<file path="src/rtl/remote_load_resp_unit_if.sv">
// Handshake bundle for the remote load receive path: network response in, LSU throttle, and the three result sinks.
interface remote_load_resp_unit_if #(
   parameter int data_width_p     = 32,
   parameter int reg_addr_width_p = 5,
   parameter int cnt_width_p      = 5
);
   logic                        resp_v_i;
   logic [data_width_p-1:0]     resp_data_i;
   logic [6:0]                  resp_load_info_i;
   logic [reg_addr_width_p-1:0] resp_reg_id_i;
   logic                        resp_ready_o;

   logic                        load_sent_i;

   logic                        int_wb_v_o;
   logic [reg_addr_width_p-1:0] int_wb_rd_o;
   logic [data_width_p-1:0]     int_wb_data_o;
   logic                        int_wb_yumi_i;

   logic                        float_wb_v_o;
   logic [reg_addr_width_p-1:0] float_wb_rd_o;
   logic [data_width_p-1:0]     float_wb_data_o;
   logic                        float_wb_yumi_i;

   logic                        icache_v_o;
   logic [data_width_p-1:0]     icache_data_o;
   logic                        icache_yumi_i;

   logic [cnt_width_p-1:0]      outstanding_o;
   logic                        outstanding_full_o;
   logic                        idle_o;

   modport slave (
      input  resp_v_i, resp_data_i, resp_load_info_i, resp_reg_id_i, load_sent_i,
             int_wb_yumi_i, float_wb_yumi_i, icache_yumi_i,
      output resp_ready_o, int_wb_v_o, int_wb_rd_o, int_wb_data_o,
             float_wb_v_o, float_wb_rd_o, float_wb_data_o, icache_v_o, icache_data_o,
             outstanding_o, outstanding_full_o, idle_o
   );

   modport master (
      output resp_v_i, resp_data_i, resp_load_info_i, resp_reg_id_i, load_sent_i,
             int_wb_yumi_i, float_wb_yumi_i, icache_yumi_i,
      input  resp_ready_o, int_wb_v_o, int_wb_rd_o, int_wb_data_o,
             float_wb_v_o, float_wb_rd_o, float_wb_data_o, icache_v_o, icache_data_o,
             outstanding_o, outstanding_full_o, idle_o
   );
endinterface

</file>
<file path="src/rtl/remote_load_resp_unit.sv">
// Remote load receive unit: buffers responses, formats int loads, steers to int RF / FP RF / icache, counts loads in flight.
// Head is visible the cycle after enqueue; resp_ready_o drops while the FIFO is full, sinks stall the head via yumi.
module remote_load_resp_unit #(
   parameter int data_width_p     = 32,
   parameter int reg_addr_width_p = 5,
   parameter int fifo_els_p       = 2,
   parameter int max_out_p        = 16
) (
   input  logic clk_i,
   input  logic reset_n_i,
   remote_load_resp_unit_if.slave bus
);
   localparam int ptr_width_lp = $clog2(fifo_els_p);
   localparam int cnt_width_lp = $clog2(max_out_p + 1);
   localparam int half_lp      = data_width_p / 2;

   typedef struct packed {
      logic       float_wb;
      logic       icache_fetch;
      logic       is_unsigned_op;
      logic       is_byte_op;
      logic       is_hex_op;
      logic [1:0] part_sel;
   } load_info_t;

   typedef struct packed {
      logic [data_width_p-1:0]     data;
      load_info_t                  info;
      logic [reg_addr_width_p-1:0] reg_id;
   } entry_t;

   typedef logic [ptr_width_lp:0] ptr_t;

   entry_t                  mem_q [fifo_els_p];
   entry_t                  mem_d [fifo_els_p];
   ptr_t                    wr_ptr_q, wr_ptr_d;
   ptr_t                    rd_ptr_q, rd_ptr_d;
   logic [cnt_width_lp-1:0] out_cnt_q, out_cnt_d;

   entry_t                  head;
   logic                    empty, full, head_v;
   logic                    is_icache, is_float, is_int, x0_drop;
   logic                    sel_yumi, enq, deq, resp_ready;
   logic [7:0]              byte_sel;
   logic [half_lp-1:0]      hex_sel;
   logic [data_width_p-1:0] int_data;

   // Pointer wraps at fifo_els_p and flips the lap bit so full and empty stay distinguishable.
   function automatic ptr_t ptr_inc(input ptr_t p);
      ptr_t r;
      if (p[ptr_width_lp-1:0] == ptr_width_lp'(fifo_els_p - 1)) begin
         r = {~p[ptr_width_lp], {ptr_width_lp{1'b0}}};
      end else begin
         r = p + ptr_t'(1);
      end
      return r;
   endfunction

   assign empty = (wr_ptr_q == rd_ptr_q);
   assign full  = (wr_ptr_q[ptr_width_lp] != rd_ptr_q[ptr_width_lp]) &&
                  (wr_ptr_q[ptr_width_lp-1:0] == rd_ptr_q[ptr_width_lp-1:0]);
   assign head  = mem_q[rd_ptr_q[ptr_width_lp-1:0]];

   always_comb begin
      head_v     = reset_n_i & ~empty;
      resp_ready = reset_n_i & ~full;
      is_icache  = head.info.icache_fetch;
      is_float   = ~head.info.icache_fetch & head.info.float_wb;
      is_int     = ~head.info.icache_fetch & ~head.info.float_wb;
      x0_drop    = head_v & is_int & (head.reg_id == '0);
      sel_yumi   = is_icache ? bus.icache_yumi_i :
                   is_float  ? bus.float_wb_yumi_i : bus.int_wb_yumi_i;
      enq        = bus.resp_v_i & resp_ready;
      deq        = head_v & (x0_drop | sel_yumi);
   end

   always_comb begin
      byte_sel = head.data[{head.info.part_sel, 3'b000} +: 8];
      hex_sel  = head.info.part_sel[1] ? head.data[data_width_p-1:half_lp] : head.data[half_lp-1:0];
      if (head.info.is_byte_op) begin
         int_data = {{(data_width_p-8){~head.info.is_unsigned_op & byte_sel[7]}}, byte_sel};
      end else if (head.info.is_hex_op) begin
         int_data = {{(data_width_p-half_lp){~head.info.is_unsigned_op & hex_sel[half_lp-1]}}, hex_sel};
      end else begin
         int_data = head.data;
      end
   end

   always_comb begin
      mem_d     = mem_q;
      wr_ptr_d  = wr_ptr_q;
      rd_ptr_d  = rd_ptr_q;
      out_cnt_d = out_cnt_q;
      if (enq) begin
         mem_d[wr_ptr_q[ptr_width_lp-1:0]].data   = bus.resp_data_i;
         mem_d[wr_ptr_q[ptr_width_lp-1:0]].info   = load_info_t'(bus.resp_load_info_i);
         mem_d[wr_ptr_q[ptr_width_lp-1:0]].reg_id = bus.resp_reg_id_i;
         wr_ptr_d = ptr_inc(wr_ptr_q);
      end
      if (deq) begin
         rd_ptr_d = ptr_inc(rd_ptr_q);
      end
      // Send and return in the same cycle cancel; illegal over/underflow saturates.
      if (bus.load_sent_i && !enq && out_cnt_q != cnt_width_lp'(max_out_p)) begin
         out_cnt_d = out_cnt_q + cnt_width_lp'(1);
      end else if (enq && !bus.load_sent_i && out_cnt_q != '0) begin
         out_cnt_d = out_cnt_q - cnt_width_lp'(1);
      end
   end

   always_ff @(posedge clk_i) begin
      mem_q <= mem_d;
      if (!reset_n_i) begin
         wr_ptr_q  <= '0;
         rd_ptr_q  <= '0;
         out_cnt_q <= '0;
      end else begin
         wr_ptr_q  <= wr_ptr_d;
         rd_ptr_q  <= rd_ptr_d;
         out_cnt_q <= out_cnt_d;
      end
   end

   assign bus.resp_ready_o       = resp_ready;
   assign bus.icache_v_o         = head_v & is_icache;
   assign bus.icache_data_o      = head.data;
   assign bus.float_wb_v_o       = head_v & is_float;
   assign bus.float_wb_rd_o      = head.reg_id;
   assign bus.float_wb_data_o    = head.data;
   assign bus.int_wb_v_o         = head_v & is_int & (head.reg_id != '0);
   assign bus.int_wb_rd_o        = head.reg_id;
   assign bus.int_wb_data_o      = int_data;
   assign bus.outstanding_o      = out_cnt_q;
   assign bus.outstanding_full_o = (out_cnt_q == cnt_width_lp'(max_out_p));
   assign bus.idle_o             = empty & (out_cnt_q == '0);

   a_int_yumi:    assert property (@(posedge clk_i) disable iff (!reset_n_i) bus.int_wb_yumi_i |-> bus.int_wb_v_o);
   a_float_yumi:  assert property (@(posedge clk_i) disable iff (!reset_n_i) bus.float_wb_yumi_i |-> bus.float_wb_v_o);
   a_icache_yumi: assert property (@(posedge clk_i) disable iff (!reset_n_i) bus.icache_yumi_i |-> bus.icache_v_o);
   a_cnt_over:    assert property (@(posedge clk_i) disable iff (!reset_n_i)
                                   (bus.load_sent_i && !enq) |-> (out_cnt_q != cnt_width_lp'(max_out_p)));
   a_cnt_under:   assert property (@(posedge clk_i) disable iff (!reset_n_i)
                                   (enq && !bus.load_sent_i) |-> (out_cnt_q != '0));
endmodule

</file>
<file path="src/flat_wrapper.sv">
// flat-port wrapper written by rule: the top's interface ports become plain ports
module remote_load_resp_unit_flat 
#(
   parameter int data_width_p     = 32,
   parameter int reg_addr_width_p = 5,
   parameter int fifo_els_p       = 2,
   parameter int max_out_p        = 16
)
  (clk_i, reset_n_i, bus_resp_v_i, bus_resp_data_i, bus_resp_load_info_i, bus_resp_reg_id_i, bus_load_sent_i, bus_int_wb_yumi_i, bus_float_wb_yumi_i, bus_icache_yumi_i, bus_resp_ready_o, bus_int_wb_v_o, bus_int_wb_rd_o, bus_int_wb_data_o, bus_float_wb_v_o, bus_float_wb_rd_o, bus_float_wb_data_o, bus_icache_v_o, bus_icache_data_o, bus_outstanding_o, bus_outstanding_full_o, bus_idle_o);
  remote_load_resp_unit_if #(.data_width_p(data_width_p), .reg_addr_width_p(reg_addr_width_p), .cnt_width_p(($clog2((16) + 1)))) bus_i ();
  input  logic clk_i;
  input  logic reset_n_i;
  input wire logic [$bits(bus_i.resp_v_i)-1:0] bus_resp_v_i;
  input wire logic [$bits(bus_i.resp_data_i)-1:0] bus_resp_data_i;
  input wire logic [$bits(bus_i.resp_load_info_i)-1:0] bus_resp_load_info_i;
  input wire logic [$bits(bus_i.resp_reg_id_i)-1:0] bus_resp_reg_id_i;
  input wire logic [$bits(bus_i.load_sent_i)-1:0] bus_load_sent_i;
  input wire logic [$bits(bus_i.int_wb_yumi_i)-1:0] bus_int_wb_yumi_i;
  input wire logic [$bits(bus_i.float_wb_yumi_i)-1:0] bus_float_wb_yumi_i;
  input wire logic [$bits(bus_i.icache_yumi_i)-1:0] bus_icache_yumi_i;
  output wire logic [$bits(bus_i.resp_ready_o)-1:0] bus_resp_ready_o;
  output wire logic [$bits(bus_i.int_wb_v_o)-1:0] bus_int_wb_v_o;
  output wire logic [$bits(bus_i.int_wb_rd_o)-1:0] bus_int_wb_rd_o;
  output wire logic [$bits(bus_i.int_wb_data_o)-1:0] bus_int_wb_data_o;
  output wire logic [$bits(bus_i.float_wb_v_o)-1:0] bus_float_wb_v_o;
  output wire logic [$bits(bus_i.float_wb_rd_o)-1:0] bus_float_wb_rd_o;
  output wire logic [$bits(bus_i.float_wb_data_o)-1:0] bus_float_wb_data_o;
  output wire logic [$bits(bus_i.icache_v_o)-1:0] bus_icache_v_o;
  output wire logic [$bits(bus_i.icache_data_o)-1:0] bus_icache_data_o;
  output wire logic [$bits(bus_i.outstanding_o)-1:0] bus_outstanding_o;
  output wire logic [$bits(bus_i.outstanding_full_o)-1:0] bus_outstanding_full_o;
  output wire logic [$bits(bus_i.idle_o)-1:0] bus_idle_o;
  assign bus_i.resp_v_i = bus_resp_v_i;
  assign bus_i.resp_data_i = bus_resp_data_i;
  assign bus_i.resp_load_info_i = bus_resp_load_info_i;
  assign bus_i.resp_reg_id_i = bus_resp_reg_id_i;
  assign bus_i.load_sent_i = bus_load_sent_i;
  assign bus_i.int_wb_yumi_i = bus_int_wb_yumi_i;
  assign bus_i.float_wb_yumi_i = bus_float_wb_yumi_i;
  assign bus_i.icache_yumi_i = bus_icache_yumi_i;
  assign bus_resp_ready_o = bus_i.resp_ready_o;
  assign bus_int_wb_v_o = bus_i.int_wb_v_o;
  assign bus_int_wb_rd_o = bus_i.int_wb_rd_o;
  assign bus_int_wb_data_o = bus_i.int_wb_data_o;
  assign bus_float_wb_v_o = bus_i.float_wb_v_o;
  assign bus_float_wb_rd_o = bus_i.float_wb_rd_o;
  assign bus_float_wb_data_o = bus_i.float_wb_data_o;
  assign bus_icache_v_o = bus_i.icache_v_o;
  assign bus_icache_data_o = bus_i.icache_data_o;
  assign bus_outstanding_o = bus_i.outstanding_o;
  assign bus_outstanding_full_o = bus_i.outstanding_full_o;
  assign bus_idle_o = bus_i.idle_o;
  remote_load_resp_unit #(.data_width_p(data_width_p), .reg_addr_width_p(reg_addr_width_p), .fifo_els_p(fifo_els_p), .max_out_p(max_out_p)) u_core (.clk_i(clk_i), .reset_n_i(reset_n_i), .bus(bus_i));
endmodule
</file>
<file path="config.mk">
export PLATFORM = sky130hd
export DESIGN_NAME = remote_load_resp_unit_flat
export DESIGN_NICKNAME = d
export VERILOG_FILES = /design/src/rtl/remote_load_resp_unit_if.sv /design/src/rtl/remote_load_resp_unit.sv /design/src/flat_wrapper.sv
export SDC_FILE = /design/constraint.sdc
export NUM_CORES = 1
export LEC_CHECK = 0
export CORE_MARGIN = 1
export CORE_UTILIZATION = 45
export DETAILED_ROUTE_END_ITERATION = 8
export PLACE_DENSITY = 0.79
export SLEW_MARGIN = 20
export SYNTH_ARGS = -nofsm -noshare
export SYNTH_HDL_FRONTEND = slang
export SYNTH_SLANG_ARGS = --single-unit
</file>
<file path="constraint.sdc">
create_clock -name clk_i -period 6.8 [get_ports clk_i]
set_input_delay 1.36 -clock clk_i [delete_from_list [all_inputs] [get_ports clk_i]]
set_output_delay 1.36 -clock clk_i [all_outputs]
set_load 0.05 [all_outputs]
</file>
# After elaboration in Yosys (flattened, before gate mapping)
# Index checks and enable logic that the tools add are counted.
[totals] reg_bits=97 elab_cells=90
[classes] addsub=4 magnitude_cmp=3 n_eq_ne=5 shifts=1 mux=21 bitwise_logic=24 reduce_logical=13
[op_table] cell="88-bit bitwise mux" n=3
[op_table] cell="44-bit 2-to-1 mux" n=4
[op_table] cell="44-bit demux with 1-bit select" n=3
[op_table] cell="32-bit 2-to-1 mux" n=2
[op_table] cell="32-bit by 6-bit indexed part select with 8-bit output" n=1
[op_table] cell="16-bit 2-to-1 mux" n=1
[op_table] cell="5-bit 2-to-1 mux" n=3
[op_table] cell="1-bit bitwise AND" n=14
[op_table] cell="12-bit 2-to-1 mux" n=1
[op_table] cell="5-bit logical NOT" n=2
[op_table] cell="5-bit nonzero test" n=2
[op_table] cell="1-bit inverter" n=7
[op_table] cell="1-bit logical AND" n=6
[op_table] cell="5-bit by 1-bit adder with 5-bit output (second input constant)" n=1
[op_table] cell="5-bit equality test (second input constant)" n=1
[op_table] cell="5-bit inequality test (second input constant)" n=1
[op_table] cell="5-bit by 1-bit subtractor with 5-bit output (second input constant)" n=1
[op_table] cell="2-bit by 1-bit adder with 2-bit output (second input constant)" n=2
[op_table] cell="2-bit greater-or-equal comparator (second input constant)" n=2
[op_table] cell="2-bit 2-to-1 mux" n=2
[op_table] cell="1-bit inverter with 2-bit output" n=2
[op_table] cell="2-bit equality test" n=1
[op_table] cell="1-bit logical NOT" n=2
[op_table] cell="2-bit by 1-bit < comparator with 1-bit output (second input constant)" n=1
[op_table] cell="other kinds (5)" n=6

# Depth between registers and ports, before layout
[logic_depth] depth_word=10 ltp_mapped=10 depth_no_buf=9

# Worst setup path before layout
# No wires, ideal clock.
[synth_timing] kind="input port to flip-flop" from="input port reset_n_i" to="register u_core.mem_q[44] (netlist bit), enable pin" setup_time_ps=447 arrival_ps=3689 t_required_ps=6353 path_slack_ps=2664 stages=3 path_buffers=1 cell_sequence="clkbuf_1 -> o211ai_2 -> nor2_1"
[synth_via] elab_chain_len=2
[synth_lines] element="start, declared" line="flat_wrapper.sv:12" source="input logic reset_n_i;"
[synth_lines] element="1-bit bitwise AND" line="remote_load_resp_unit.sv:66" source="resp_ready = reset_n_i & ~full;"
[synth_lines] element="1-bit bitwise AND" line="remote_load_resp_unit.sv:73" source="enq = bus.resp_v_i & resp_ready;"
[synth_lines] element="end signal, assigned" line="remote_load_resp_unit.sv:112" source="mem_q <= mem_d;"
[synth_lines] element="end, declared" line="remote_load_resp_unit.sv:34" source="entry_t mem_q [fifo_els_p];"
# Every way passes these cells.
# A chain may end at the register's enable or synchronous reset.

# Worst setup path after layout
[layout_timing] from="register u_core.rd_ptr_q[0]" to="output port bus_int_wb_data_o[17]"
[layout_via] elab_chain_len=8 elab_cells_between_ends=11 classes_between="1 x shift; 6 x mux; 4 x bitwise"
[layout_lines] element="start, declared" line="remote_load_resp_unit.sv:37" source="ptr_t rd_ptr_q, rd_ptr_d;"
[layout_lines] element="start signal, assigned" line="remote_load_resp_unit.sv:119" source="rd_ptr_q <= rd_ptr_d;"
[layout_lines] element="1-bit inverter with 2-bit output (implied by the code) *" line="remote_load_resp_unit.sv:62" source="assign head = mem_q[rd_ptr_q[ptr_width_lp-1:0]];"
[layout_lines] element="44-bit 2-to-1 mux (implied by the code) * (3 in series)" line="remote_load_resp_unit.sv:62"
[layout_lines] element="branches (longest 3 deep; another with 32-bit by 6-bit indexed part select with 8-bit output)"
[layout_lines] element="32-bit 2-to-1 mux *" line="remote_load_resp_unit.sv:80" source="if (head.info.is_byte_op) begin"
[layout_lines] element="end, declared" line="flat_wrapper.sv:24" source="output wire logic [$bits(bus_i.int_wb_data_o)-1:0] bus_int_wb_data_o;"
# Mark *: on every way between the ends. The select of a mux whose other input is x is not followed.

==> flow_metrics.py <==
metrics = {
    "drt": {
        "drt_iter0_markers": 181,
        "viasPerCell": 5.30,
        "wl_mm": 11.9,
        "wire_per_inst_um": 18.3,
        "firstDrtPassIters": 4,
        "final_antenna_net_count": 0,
        "vias": 3440,
        "drc": 0,
    },
    "layout": {
        "seq_area_um2": 2820,
        "area_delta_synth_final_pct": 34.0,
        "layout-drive-gt1-share_pct": 14.8,
        "instances_no_fill": 649,
        "multiInputGateArea_um2": 1750,
        "nFillCells": 816,
        "fin_area_um2": 6650,
        "nNetsFinal": 563,
        "antenna-diode-count": 0,
    },
    "clock_tree": {
        "clk_path_buf_depth": 2,
        "clock_latency_ns": 0.36,
        "cts_buffers": 9,
        "clkSinkCount": 97,
        "cts_tree": "built",
        "cts-hold-fix-buffers": 0,
        "cts_htree_levels": 3,
        "clkSlewWorstSetupHoldPaths_ns": 0.09,
        "post-cts-setup-buffers": 0,
        "root_buffer": "clkbuf_8",
        "cts.repair.resized": 0,
    },
    "placement": {
        "routabilityCongestion": 0.886,
        "dpl_cell_area_um2": 6460,
        "dp_hpwl_mm": 8.65,
        "placedCellCount": 633,
        "place_ws_ns": 1.83,
        "port_buffers": 167,
    },
    "floorplanning": {
        "start_util_pct": 47.2,
        "core_area_um2": 10500,
        "die_x_um": 107,
        "rows": 37,
        "dieArea_um2": 11400,
        "io_pins": 168,
        "die_h_um": 107,
    },
    "sta": {
        "fin_hold_ws_ns": 0.534,
        "worst_slack_ns": 1.35,
        "hold_viol": 0,
        "fin_crit_sh_pct": 80.1,
        "setup_viol": 0,
        "fin_crit_ns": 5.45,
        "worstMarginPinSlew_ns": 1.03,
        "slew_headroom_pct": 31.2,
        "grt_setup_unrepaired": "false",
        "finalMaxSlewViolations": 0,
        "fin_skew_ns": 0.00495,
        "max_freq_mhz": 184,
        "fin_tns_setup_ns": 0,
    },
    "critical_path": {
        "r2r_end": "u_core.bus.outstanding_o[4]$_SDFFE_PN0P_",
        "cp_slowest_cell": "dfxtp_2",
        "cpPeakStageDelay_ns": 0.87,
        "critical_path_peak_fanout": 29,
        "crit_required_ns": 5.44,
        "reg2reg_from": "u_core.rd_ptr_q[0]$_SDFFE_PN0P_",
        "worst_setup_path_start_kind": "register",
        "arrival_ns": 4.09,
        "crit_type": "register to primary output",
        "end_kind": "primary output",
        "ff2ff_setup_slack_ns": 3.55,
        "r2r_cells": 9,
        "path_cells": "buf_4 > mux2_2 > mux2i_1 > nor3_1 > nor2_1 > a21oi_1 > clkdlybuf4s50_1",
    },
    "logic_synthesis": {
        "yosysWarnings": 0,
        "synth_fa_ha_area_share_pct": 1.16,
        "synthesis.instances": 379,
        "yosysUniqueCellTypes": 43,
        "avgSynthCellArea_um2": 13.1,
        "synth_seq_cells": 97,
        "synth-seq-area-share_pct": 56.9,
        "syn-num-nets": 434,
        "synthMuxAreaShare_pct": 18.1,
        "syn_area_um2": 4960,
        "yosys.area_share.xor_xnor_pct": 1.24,
        "yosys.area_share.simple_pct": 7.29,
        "synth_top_family_by_area": "multiplexers",
        "synth-compound-area-share_pct": 7.27,
    },
    "global_route": {
        "antenna_found_initial": 0,
        "grt_pass1_wl_mm": 17.6,
        "grt_use_total_pct": 20.9,
        "grt_max_degree": 46,
        "grt_pass1_vias": 3271,
        "grt_overflow": 0,
    },
    "worst_hold_path": {
        "hold_path_class": "register to register",
        "min_from": "u_core.rd_ptr_q[1]$_SDFFE_PN0P_",
        "holdPathEnd": "u_core.rd_ptr_q[1]$_SDFFE_PN0P_",
        "holdPathStages": 1,
    },
    "outcome": {
        "status": "complete, no violations",
    },
    "job": {
        "maxCapViolCount": 0,
    },
    "power_and_ir_drop": {
        "ir_drop_mv": 0.244,
        "p_per_area_nw_per_um2": 274,
        "total_leakage_power_nw": 2.33,
    },
}
[through the flow]
| step | total power [mW] | util [%] |
|---|---|---|
| finish | 1.82 | 63.2 |
| global route | 1.89 | 63.2 |
| CTS | 1.83 | 63.2 |
| detailed placement | 1.48 | 61.4 |
| global placement | 1.46 | 61.4 |
| floorplan | 1.25 | - |
[worst max-delay path by stage]
| stage | start | depth (start not counted) | slack (ns) | to |
|---|---|---|---|---|
| 5_1_grt | u_core.rd_ptr_q[0]$_SDFFE_PN0P_ | 7 | 1.17 | bus_int_wb_data_o[17] |
| 4_1_cts | u_core.rd_ptr_q[0]$_SDFFE_PN0P_ | 7 | 1.40 | bus_int_wb_data_o[17] |
| 6_report | u_core.rd_ptr_q[0]$_SDFFE_PN0P_ | 7 | 1.35 | bus_int_wb_data_o[17] |
| 2_1_floorplan | reset_n_i | 3 | 2.66 | u_core.mem_q[44]$_DFFE_PP_ |
| 3_5_place_dp | u_core.rd_ptr_q[0]$_SDFFE_PN0P_ | 7 | 1.83 | bus_int_wb_data_o[17] |
| 3_3_place_gp | u_core.rd_ptr_q[0]$_SDFFE_PN0P_ | 7 | 1.94 | bus_int_wb_data_o[17] |
[power by group]
group,switching (mW),leakage (nW),internal (mW)
Combinational,0.482,1.35,0.265
Clock,0.191,0.0978,0.166
Sequential,0.0318,0.881,0.684
Total,0.705,2.33,1.12
[cells in the mapped netlist (all sizes together)]
library cell	count	share of area, %
xor2	4	0.71
a211oi	7	1.1
mux2i	35	7.5
o31a	1	0.18
nand3b	2	0.30
a21oi	29	3.0
o2111ai	1	0.18
nor2b	6	0.76
buf	48	7.4
a21o	2	0.30
edfxtp	88	53
nor2	15	1.2
o211ai	1	0.25
nand2	25	1.9
o21a	2	0.30
dfxtp	9	3.6
inv	2	0.15
nand3	6	0.61
and2	9	1.1
or4	1	0.15
o21ai	12	1.2
or2	1	0.13
fa	1	0.40
and3	2	0.25
mux2	46	11
and3b	1	0.18
a311o	1	0.20
a21boi	1	0.15
a41oi	1	0.18
nor4	3	0.38
ha	3	0.76
clkbuf	6	0.45
o22ai	2	0.25
xnor2	3	0.53
nand2b	1	0.13
nor3	2	0.20
[state kept, by name, summed over array words and instances, names as in the netlist]
signal and flops:
u_core.mem_q 88, u_core.wr_ptr_q 2, u_core.bus.outstanding_o 5, u_core.rd_ptr_q 2
[final cells by class]
class	instances	share of cell area (%)
sequential	97	42.5
timing repair buffer	172	25.7
clock buffer	9	1.86
clock inverter	7	0.923
multi-input combinational	226	26.3
inverter	2	0.113
tap	136	2.56
[cells in the final DEF, fill, tap and decap left out, types with 4 or more instances in the layout]
cell | synthesis | routed
o21ai_0 | 12 | 12
nor2b_1 | 6 | 6
xor2_1 | 4 | 4
a211oi_1 | 7 | 7
dfxtp_1 | 9 | 8
and2_1 | 9 | 9
mux2_2 | 45 | 45
nor2_1 | 14 | 13
mux2i_1 | 31 | 31
edfxtp_1 | 88 | 88
nand3_1 | 6 | 6
nand2_1 | 25 | 25
buf_4 | 39 | 5
clkdlybuf4s50_1 | 0 | 167
clkbuf_8 | 0 | 9
a21oi_1 | 28 | 28
[cells by family after synthesis]
logic type / count (synthesis)
flip-flops: 97
XOR/XNOR: 7
adder cells (fa/ha/maj): 4
buffers and inverters: 56
AO/OA/AOI/OAI: 60
multiplexers: 81
AND/OR/NAND/NOR: 74
[worst max-delay path, delay by kind of cell (launching register included)]
family	cells	cell delay [ns]
AO/OA/AOI/OAI	1	0.21
multiplexers	2	0.61
buffers and inverters	2	1.20
flip-flops	1	0.87
AND/OR/NAND/NOR	2	0.82
[per-layer routing]
metal	vias to the layer above	share of wire, %	wire, um	GRT usage (%)
li1	1627	-	-	-
met1	1641	43	5100	26.8
met2	160	48	5670	34.3
met3	12	7.9	944	5.35
met4	0	1.3	157	7.05
met5	-	0	0	0
Note: power is estimated with default switching activity, not from simulation.
